--- src/rtl/mseq_pkg.sv ---
// rtl/mseq_pkg.sv - shared constants, FSM state codes and helpers for the m-sequence controller
package mseq_pkg;

    // Default LFSR width and the configuration loaded at reset.
    localparam int               MSEQ_W        = 5;
    localparam logic [MSEQ_W-1:0] MSEQ_DEF_POLY = 5'b11101;
    localparam logic [MSEQ_W-1:0] MSEQ_DEF_SEED = 5'b10101;

    // Controller FSM state codes.
    localparam logic [1:0] ST_IDLE = 2'd0;
    localparam logic [1:0] ST_RUN  = 2'd1;
    localparam logic [1:0] ST_DONE = 2'd2;

    // Full period of a maximal-length sequence for a w-bit register.
    function automatic int mseq_nb(input int w);
        return (1 << w) - 1;
    endfunction

endpackage

--- src/rtl/mseq_step.sv ---
// rtl/mseq_step.sv - one combinational LFSR step: next state and output chip
//
// Ports:
//   state_i  current LFSR state (fase)
//   poly_i   feedback tap mask (type_f)
//   next_o   state after one step: shift left, feedback parity into bit 0
//   chip_o   chip for the current state (state MSB)
module mseq_step #(
    parameter int W = 5
) (
    input  logic [W-1:0] state_i,
    input  logic [W-1:0] poly_i,
    output logic [W-1:0] next_o,
    output logic         chip_o
);

    assign next_o = {state_i[W-2:0], ^(state_i & poly_i)};
    assign chip_o = state_i[W-1];

endmodule

--- src/rtl/mseq_ctrl.sv ---
// rtl/mseq_ctrl.sv - run controller sequencing the m-sequence LFSR chip by chip
//
// Ports:
//   clk, rst                      clock, synchronous active-high reset
//   cfg_we_i/cfg_poly_i/cfg_seed_i  poly/seed load, honoured only in IDLE
//   start_i, abort_i, len_i       run control; len 0 means a full period
//   chip_o/chip_valid_o/chip_ready_i  chip stream handshake
//   busy_o, done_o, err_o         status; done is a one-cycle pulse
//   word_out_o                    chips packed in arrival order, newest at bit 0
//   period_out_o                  first step count that returned to the seed
module mseq_ctrl
    import mseq_pkg::*;
#(
    parameter int           W        = MSEQ_W,
    parameter logic [W-1:0] DEF_POLY = MSEQ_DEF_POLY,
    parameter logic [W-1:0] DEF_SEED = MSEQ_DEF_SEED
) (
    input  logic                    clk,
    input  logic                    rst,
    input  logic                    cfg_we_i,
    input  logic [W-1:0]            cfg_poly_i,
    input  logic [W-1:0]            cfg_seed_i,
    input  logic                    start_i,
    input  logic                    abort_i,
    input  logic [W-1:0]            len_i,
    output logic                    chip_o,
    output logic                    chip_valid_o,
    input  logic                    chip_ready_i,
    output logic                    busy_o,
    output logic                    done_o,
    output logic                    err_o,
    output logic [mseq_nb(W)-1:0]   word_out_o,
    output logic [W-1:0]            period_out_o
);

    localparam int NB = mseq_nb(W);

    logic [1:0]    state_q, state_d;
    logic [W-1:0]  poly_q, poly_d;
    logic [W-1:0]  seed_q, seed_d;
    logic [W-1:0]  lfsr_q, lfsr_d;
    logic [W-1:0]  cnt_q, cnt_d;
    logic [W-1:0]  len_q, len_d;
    logic [NB-1:0] word_q, word_d;
    logic [W-1:0]  period_q, period_d;
    logic          err_q, err_d;

    logic [W-1:0]  step_next;
    logic          step_chip;
    logic [W-1:0]  start_seed;
    logic [W-1:0]  target;

    mseq_step #(.W(W)) u_step (
        .state_i (lfsr_q),
        .poly_i  (poly_q),
        .next_o  (step_next),
        .chip_o  (step_chip)
    );

    // A start in the same cycle as a config write runs with the new seed.
    assign start_seed = cfg_we_i ? cfg_seed_i : seed_q;
    assign target     = (len_q == '0) ? W'(NB) : len_q;

    always_comb begin
        state_d  = state_q;
        poly_d   = poly_q;
        seed_d   = seed_q;
        lfsr_d   = lfsr_q;
        cnt_d    = cnt_q;
        len_d    = len_q;
        word_d   = word_q;
        period_d = period_q;
        err_d    = err_q;
        case (state_q)
            ST_IDLE: begin
                if (cfg_we_i) begin
                    poly_d = cfg_poly_i;
                    seed_d = cfg_seed_i;
                end
                if (start_i) begin
                    lfsr_d   = start_seed;
                    cnt_d    = '0;
                    len_d    = len_i;
                    word_d   = '0;
                    period_d = '0;
                    err_d    = (start_seed == '0);
                    // A zero seed would lock the LFSR at zero, so skip straight to DONE.
                    state_d  = (start_seed == '0) ? ST_DONE : ST_RUN;
                end
            end
            ST_RUN: begin
                // Abort wins over a same-cycle handshake; that chip is dropped.
                if (abort_i) begin
                    state_d = ST_IDLE;
                end else if (chip_ready_i) begin
                    lfsr_d = step_next;
                    cnt_d  = cnt_q + 1'b1;
                    word_d = {word_q[NB-2:0], step_chip};
                    if (step_next == seed_q && period_q == '0) begin
                        period_d = cnt_q + 1'b1;
                    end
                    if (cnt_q == target - 1'b1) begin
                        state_d = ST_DONE;
                    end
                end
            end
            ST_DONE: state_d = ST_IDLE;
            default: state_d = ST_IDLE;
        endcase
    end

    always_ff @(posedge clk) begin
        if (rst) begin
            state_q  <= ST_IDLE;
            poly_q   <= DEF_POLY;
            seed_q   <= DEF_SEED;
            lfsr_q   <= '0;
            cnt_q    <= '0;
            len_q    <= '0;
            word_q   <= '0;
            period_q <= '0;
            err_q    <= 1'b0;
        end else begin
            state_q  <= state_d;
            poly_q   <= poly_d;
            seed_q   <= seed_d;
            lfsr_q   <= lfsr_d;
            cnt_q    <= cnt_d;
            len_q    <= len_d;
            word_q   <= word_d;
            period_q <= period_d;
            err_q    <= err_d;
        end
    end

    assign chip_o       = step_chip;
    assign chip_valid_o = (state_q == ST_RUN);
    assign busy_o       = (state_q == ST_RUN);
    assign done_o       = (state_q == ST_DONE);
    assign err_o        = err_q;
    assign word_out_o   = word_q;
    assign period_out_o = period_q;

endmodule

--- config.mk ---
export PLATFORM = sky130hd
export DESIGN_NAME = mseq_ctrl
export DESIGN_NICKNAME = d
export VERILOG_FILES = /design/src/rtl/mseq_pkg.sv /design/src/rtl/mseq_step.sv /design/src/rtl/mseq_ctrl.sv
export SDC_FILE = /design/constraint.sdc
export NUM_CORES = 1
export LEC_CHECK = 0
export ABC_AREA = 1
export CAP_MARGIN = 5
export CORE_AREA = 5 5 103 105
export DETAILED_ROUTE_END_ITERATION = 6
export DIE_AREA = 0 0 108 110
export SYNTH_ARGS = -nofsm -noshare
export SYNTH_HDL_FRONTEND = slang
export SYNTH_SLANG_ARGS = --single-unit
--- constraint.sdc ---
create_clock -name clk -period 4.07 [get_ports clk]
set_input_delay 1.0175 -clock clk [delete_from_list [all_inputs] [get_ports clk]]
set_output_delay 1.0175 -clock clk [all_outputs]
set_load 0.01 [all_outputs]
* Word-level counts from Yosys, hierarchy flattened
Cells that the tools add are included.
** Word-level totals
- Register bits after elaboration :: 64
- Bits of input ports :: 21
- Output and inout port bits :: 41
- Word-level logic and storage cells :: 58
** Operators by class
- $add $sub $neg :: 2
- Eq/ne operators :: 10
- Multiplexer cells :: 24
- Bitwise logic cells :: 1
- Reductions and logical operators :: 12
** Operator list (number)
- $mux 31 :: 3
- $pmux 31 s2 :: 1
- $mux 5 :: 11
- $pmux 5 s2 :: 3
- $logic_not 5->1 :: 3
- $eq 5x5->1 :: 2
- $mux 2 :: 5
- $ne 2x2->1 const B :: 3
- $add 5x1->5 const B :: 1
- $and 5x5->5 :: 1
- $reduce_and 5->1 :: 1
- $reduce_xor 5->1 :: 1
- $sub 5x1->5 const B :: 1
- $pmux 2 s2 :: 1
- $reduce_and 2->1 :: 2
- $reduce_and 4->1 :: 1
- $ne 3x2->1 const B :: 1
- $ne 3x3->1 const B :: 1
- $reduce_and 3->1 :: 1
- $eq 2x1->1 const B :: 1
- $eq 2x2->1 const B :: 1
- $logic_not 2->1 :: 1
- $ne 2x1->1 const B :: 1
- $reduce_bool 2->1 :: 1
- $logic_and 1x1->1 :: 1

* Depth between registers and ports, before layout
Gate-level depths: netlist of the first run.
- Depth after elaboration :: 8
- Mapped depth :: 14

* By module
Synthesis of the first run repeated with hierarchy kept, for this count alone.
** Unflattened totals
- Cell total of the unflattened synthesis :: 405
- Area total of the unflattened synthesis :: 2844.0 sq um
** By module, submodules not included
- mseq_ctrl :: times used 1, cells an instance 372, area an instance 2690.1 sq um
- mseq_step :: times used 1, cells an instance 33, area an instance 153.9 sq um

* Worst setup path after synthesis of the first run
OpenSTA, ideal clock, no wires.
- Kind :: register -> output
- From :: register state_q[0]
- To :: output chip_valid_o
- Arrival time :: 1117 ps
- Data required time :: 3053 ps
- Setup slack :: 1935 ps
- Stages on the path, launching flop included :: 5
- Buffers on the path :: 2
- Path through :: dfxtp_1 -> inv_1 -> nor2_1 -> clkbuf_1 -> buf_4
** Between the ends
- Word-level cells in the longest chain between the ends :: 1
** Ends and longest elaborated chain
- start, declared :: line mseq_ctrl.sv:38 : logic [1:0] state_q, state_d;
- start signal, assigned :: line mseq_ctrl.sv:124 : state_q <= state_d;
- $eq 2x1->1
- end, declared :: line mseq_ctrl.sv:27 : output logic chip_valid_o,
No other way between the ends.

* Worst setup path after layout of the first run
- From :: input chip_ready_i
- To :: register period_q[0], in the netlist period_out_o[0]
** Between the ends
- Word-level cells in the longest chain between the ends :: 2
** Ends and longest elaborated chain
- start, declared :: line mseq_ctrl.sv:28 : input logic chip_ready_i,
- $ne 2x2->1 (no source line)
- $reduce_and 5->1 (no source line)
- end signal, assigned :: line mseq_ctrl.sv:131 : period_q <= period_d;
- end, declared :: line mseq_ctrl.sv:45 : logic [W-1:0] period_q, period_d;
No other way between the ends.
A chain may end at the register's enable or synchronous reset.

==> results of run 1 <==
[synthesized netlist by cell type (2+ instances only)]
cell,count
nand2_1,136
dfxtp_1,64
a21oi_1,49
inv_1,32
o21ai_0,29
nor2_1,24
nand3_1,20
clkbuf_1,10
buf_2,6
a31oi_1,5
xor2_1,4
or2_2,3
nand4_1,2
nor3_1,2
or2_0,2
[power by group through the flow]
stage	registers [mW]	logic [mW]	clock network, mW
3_5_place_dp	0.704	0.253	0
6_report	0.690	0.253	0.622
3_3_place_gp	0.704	0.249	0
4_1_cts	0.690	0.255	0.641
2_1_floorplan	0.696	0.179	0
5_1_grt	0.695	0.293	0.668
[logic make-up (layout without fill, tap and decap cells)]
logic type | after synthesis | in the layout | share of synthesized area [%]
AOI/OAI and AO/OA | 88 | 88 | 16.34
xor gates and xnor gates | 5 | 5 | 1.567
adders and majority gates | 1 | 1 | 0.4476
buffers and inverters | 51 | 115 | 7.386
DFF | 64 | 64 | 45.84
and+or+nand+nor | 193 | 193 | 28.42
[critical path, stage by stage]
cell,delay (ns)
clkdlybuf4s50_1,0.48
o21ai_1,0.11
nor3_4,0.18
buf_4,0.24
inv_4,0.17
nor2_4,0.11
buf_4,0.32
nand2_1,0.11
or2_0,0.24
a21oi_1,0.13
[sequential cells by signal, summed over array words and instances, names as in the netlist]
name	flops
poly_q	5
seed_q	5
len_q	5
period_out_o	5
state_q	2
err_o	1
cnt_q	5
word_out_o	31
lfsr_q	5
[routing by layer]
metal	track usage (%)	share of wire, %	vias up	routed length, um
met1	15.51	47	1219	3332
li1	-	-	1417	-
met2	19.14	45	59	3139
met3	4.368	6.6	8	466
met5	0	0	-	0
met4	4.509	1.3	0	94
[final cells by class]
class | instances | share of cell area, %
Clock inverter | 7 | 2.798
Multi-Input combinational cell | 287 | 34.81
Sequential cell | 64 | 34.11
Clock buffer | 9 | 3.298
Tap cell | 133 | 4.430
Inverter | 34 | 3.498
Timing Repair Buffer | 65 | 17.06
[metrics by stage]
| stage | instances | instance area, sq um |
|---|---|---|
| after detailed placement | 583 | 3527 |
| after global placement | 583 | 3527 |
| after floorplan | 402 | 2795 |
| after CTS | 599 | 3756 |
| final | 599 | 3756 |
| after global routing | 599 | 3756 |
[how the worst max path moves through the flow]
stage	endpoint	slack, ns	depth (start not counted)
after floorplan	chip_valid_o	1.94	4
after global placement	period_out_o[1]	0.94	10
after detailed placement	period_out_o[0]	0.87	11
after CTS	period_out_o[0]	1.22	11
after global routing	period_out_o[1]	1.05	11
final	period_out_o[0]	1.21	10
==> results.yml, run 1 <==
yosys:
  seq_area_frac_synth_pct: 45.84
  synth-seq-cells: 64
  synth_area_sq_um: 2795
  synthCells: 402
  synth_largest_area_cell: "dfxtp_1"
  synth_edf_count: 0
  syn_nets: 424
  netlist.area_leader.share_pct: 45.84
  ys.flop_type: "dfxtp_1"
  async_flop_share_pct: 0
  synth.distinct_cells: 29
  synth_area_per_cell_sq_um: 6.953
  synth.yosys.warnings: 0
  synth_area_leaders: "dfxtp_1, nand2_1, a21oi_1"
critical_path:
  ff2ff_path_depth: 11
  r2r-end: "period_out_o[0]"
  worst-setup-path-type: "in2reg"
  crit_fanout: 37
  worstSetupStartpoint: "chip_ready_i"
  r2r-start: "state_q[1]"
  cp-start-kind: "input port"
  required_ns: 4.35
  r2r_slack_ns: 1.78
  end_kind: "flip-flop"
  crit_arrival_ns: 3.13
cells_and_area:
  num_antenna_cells: 0
  regArea_sq_um: 1281
  final_cell_mix: "nand2_1, dfxtp_1, clkdlybuf4s50_1"
  num-nets-final: 483
  filler_cell_count: 1046
  final_util_pct: 39.33
  drive_gt1_share_pct: 6.009
  mostFrequentLayoutCell: "nand2_1"
  area_delta_synth_final_pct: 34.38
  multiInputGateArea_sq_um: 1308
clocking:
  cts_tree: "yes"
  cts_buffers: 9
  hold_buffers: 0
  cts_max_path_buffers: 2
  cts_sinks: 64
  htree_levels: 3
  insertion_delay_ns: 0.34
  cts_setup_buffers: 0
  root_buffer: "clkbuf_8"
  post_cts_resized: 0
  clk_pin_slew_ns: 0.08
detailed_routing:
  wirelength_um: 7032
  drtPass1Iterations: 7
  drt_iter0_drc: 130
  drc_errors: 0
  vias: 2703
  ant_nets: 0
  viasPerCell: 4.513
  wl_per_cell_um: 11.74
hold_path:
  min_path_type: "reg2reg"
  worstHoldEndpoint: "poly_q[2]"
  min_path_cells: 2
  min_from: "poly_q[2]"
power:
  p_total_mw: 1.564
  p_sw_mw: 0.4560
  p_comb_share_pct: 16.2
  irDropWorstVdd_v: 0.0001509
  switching_share_pct: 29.15
  leakage_nw: 1.473
  power_frac_seq_pct: 44.1
  pwr-share-clk_pct: 39.7
  powerDensity_nw_per_um2: 416.5
  p_int_mw: 1.108
sta:
  fin_skew_ns: 0.004335
  drv_slew: 0
  slew_headroom_pct: 59.12
  rsz0062_at_grt: "no"
  fmax_mhz: 350.0
  setup_violations: 0
  hold_slack_ns: 0.4592
  timing.final.ws_setup_ns: 1.213
  tns_ns: 0
  final.period_utilization_pct: 70.20
  period_minus_slack_ns: 2.857
  worstMarginPinSlew_ns: 0.6125
  hold_violations: 0
job:
  drv_cap: 0
floorplanning:
  initial_utilization_pct: 29.27
  io_pins: 62
  die_w_um: 108
  num_rows: 36
  dieArea_sq_um: 11880
  core_sq_um: 9549
  die_y_um: 110
placement:
  gp_congestion: 0.8353
  port-buffer-count: 61
  hpwl_um: 4989
  place_ws_ns: 0.8680
grt:
  grt_overflow: 0
  grt_max_degree: 43
  antenna_found_initial: 0
  grt_pass1_vias: 2504
  gr-usage-all-layers_pct: 12.22
  grt_pass1_wl_um: 11480
status:
  status: "complete, no violations"
Note: power is estimated with default switching activity, not from simulation.
==> inputs of run 2 (changes only) <==
==> constraint.sdc (replaced) <==
create_clock -name clk -period 2.57 [get_ports clk]
set_input_delay 0.6425 -clock clk [delete_from_list [all_inputs] [get_ports clk]]
set_output_delay 0.6425 -clock clk [all_outputs]
set_load 0.01 [all_outputs]
==> run 2 against run 1 <==
Against the previous run:
- setup slack worse by 0.85 ns
- clock-buffer cell count up 3
- utilization down 0.33 points
- total power up 44%
- routed wire length up 1.1%
==> results.yml, run 2 (synthesis gave the netlist of run 1 again) <==
sta:
  worstMarginPinSlew_ns: 0.6357
  drv_slew: 0
  period_minus_slack_ns: 2.203
  hold_violations: 0
  hold_slack_ns: 0.4712
  fin_skew_ns: 0.007023
  fmax_mhz: 454.0
  slew_headroom_pct: 57.57
  final.period_utilization_pct: 85.70
  timing.final.ws_setup_ns: 0.3674
  tns_ns: 0
  rsz0062_at_grt: "no"
  setup_violations: 0
cells_and_area:
  final_util_pct: 39.01
  final_cell_mix: "nand2_1, dfxtp_1, clkdlybuf4s50_1"
  mostFrequentLayoutCell: "nand2_1"
  num-nets-final: 488
  area_delta_synth_final_pct: 33.26
  final_area_sq_um: 3725
  final_cells: 601
  drive_gt1_share_pct: 6.197
  largest_reg_flops: 31
  filler_cell_count: 1026
  num_antenna_cells: 0
critical_path:
  ff2ff_path_depth: 9
  worstSetupStartpoint: "state_q[0]"
  cp-endpoint: "busy_o"
  cp_num_buf_inv: 2
  required_ns: 1.93
  slowest_delay_ns: 0.58
  end_kind: "primary output"
  cp_num_cells: 3
  cp_slowest_cell: "clkdlybuf4s50_1"
  r2r-end: "word_out_o[18]"
  crit_arrival_ns: 1.56
  cp-start-kind: "flip-flop"
  worst-setup-path-type: "reg2out"
  worstPathCellList: "inv_1 -> nor2_1 -> clkdlybuf4s50_1"
  critPathTopFamily: "buffers and inverters"
  r2r_slack_ns: 0.66
  crit_fanout: 4
  r2r-start: "state_q[1]"
detailed_routing:
  wl_per_cell_um: 11.83
  drt_iter0_drc: 154
  viasPerCell: 4.524
  wirelength_um: 7110
  ant_nets: 0
  drc_errors: 0
  vias: 2719
  drtPass1Iterations: 4
placement:
  hpwl_um: 5091
  post_dp_cell_area_sq_um: 3565
  port-buffer-count: 61
  place_inst: 588
  place_ws_ns: 0.2322
  gp_congestion: 0.8361
grt:
  antenna_found_initial: 0
  grt_max_degree: 43
  grt_pass1_wl_um: 12210
  grt_overflow: 0
  grt_pass1_vias: 2647
  gr-usage-all-layers_pct: 12.90
floorplanning:
  die_y_um: 110
  die_w_um: 108
  io_pins: 62
  core_sq_um: 9549
  dieArea_sq_um: 11880
  initial_utilization_pct: 29.27
  num_rows: 36
power:
  irDropWorstVdd_v: 0.0002151
  p_total_mw: 2.248
  leakage_nw: 1.470
  powerDensity_nw_per_um2: 603.4
clocking:
  root_buffer: "clkbuf_8"
  cts_tree: "yes"
  post_cts_resized: 0
  insertion_delay_ns: 0.33
  cts_sinks: 64
  cts_buffers: 9
  clk_pin_slew_ns: 0.06
  htree_levels: 3
  hold_buffers: 0
  cts_setup_buffers: 0
  cts_max_path_buffers: 2
job:
  drv_cap: 0
status:
  status: "complete, no violations"
hold_path:
  min_path_type: "reg2reg"
[run 2: worst min-delay path by stage]
stage               startpoint               to  depth (start not counted)
4_1_cts              poly_q[2]        poly_q[2]                          2
3_3_place_gp         poly_q[2]        poly_q[2]                          2
6_report             poly_q[2]        poly_q[2]                          2
5_1_grt        period_out_o[2]  period_out_o[2]                          2
3_5_place_dp         poly_q[2]        poly_q[2]                          2
2_1_floorplan        poly_q[0]        poly_q[0]                          2
[run 2: layer usage]
layer | vias up | part of all wire, % | GRT usage [%]
li1 | 1416 | - | -
met1 | 1237 | 46 | 15.53
met2 | 57 | 47 | 21.18
met3 | 9 | 6.4 | 5.009
met4 | 0 | 1.2 | 4.328
met5 | - | 0 | 0
[run 2: cell type report]
| class | instances | area, sq um | area share (%) |
|---|---|---|---|
| multi-input combinational | 287 | 1308 | 35.10 |
| sequential | 64 | 1281 | 34.40 |
| timing repair buffer | 70 | 678.2 | 18.21 |
| tap | 133 | 166.4 | 4.468 |
| clock buffer | 12 | 155.1 | 4.165 |
| inverter | 34 | 131.4 | 3.527 |
| clock inverter | 1 | 5.005 | 0.1344 |
[run 2: tightest hold or removal path, stage by stage (launching register included)]
cell and delay (ns):
dfxtp_1 0.33, nand2_1 0.05, nand3_1 0.05
[run 2: where the power goes]
| part | internal, mW | switching [mW] | total [mW] |
|---|---|---|---|
| clock | 0.385 | 0.351 | 0.737 |
| sequential | 1.04 | 0.0474 | 1.09 |
| combinational | 0.165 | 0.254 | 0.419 |
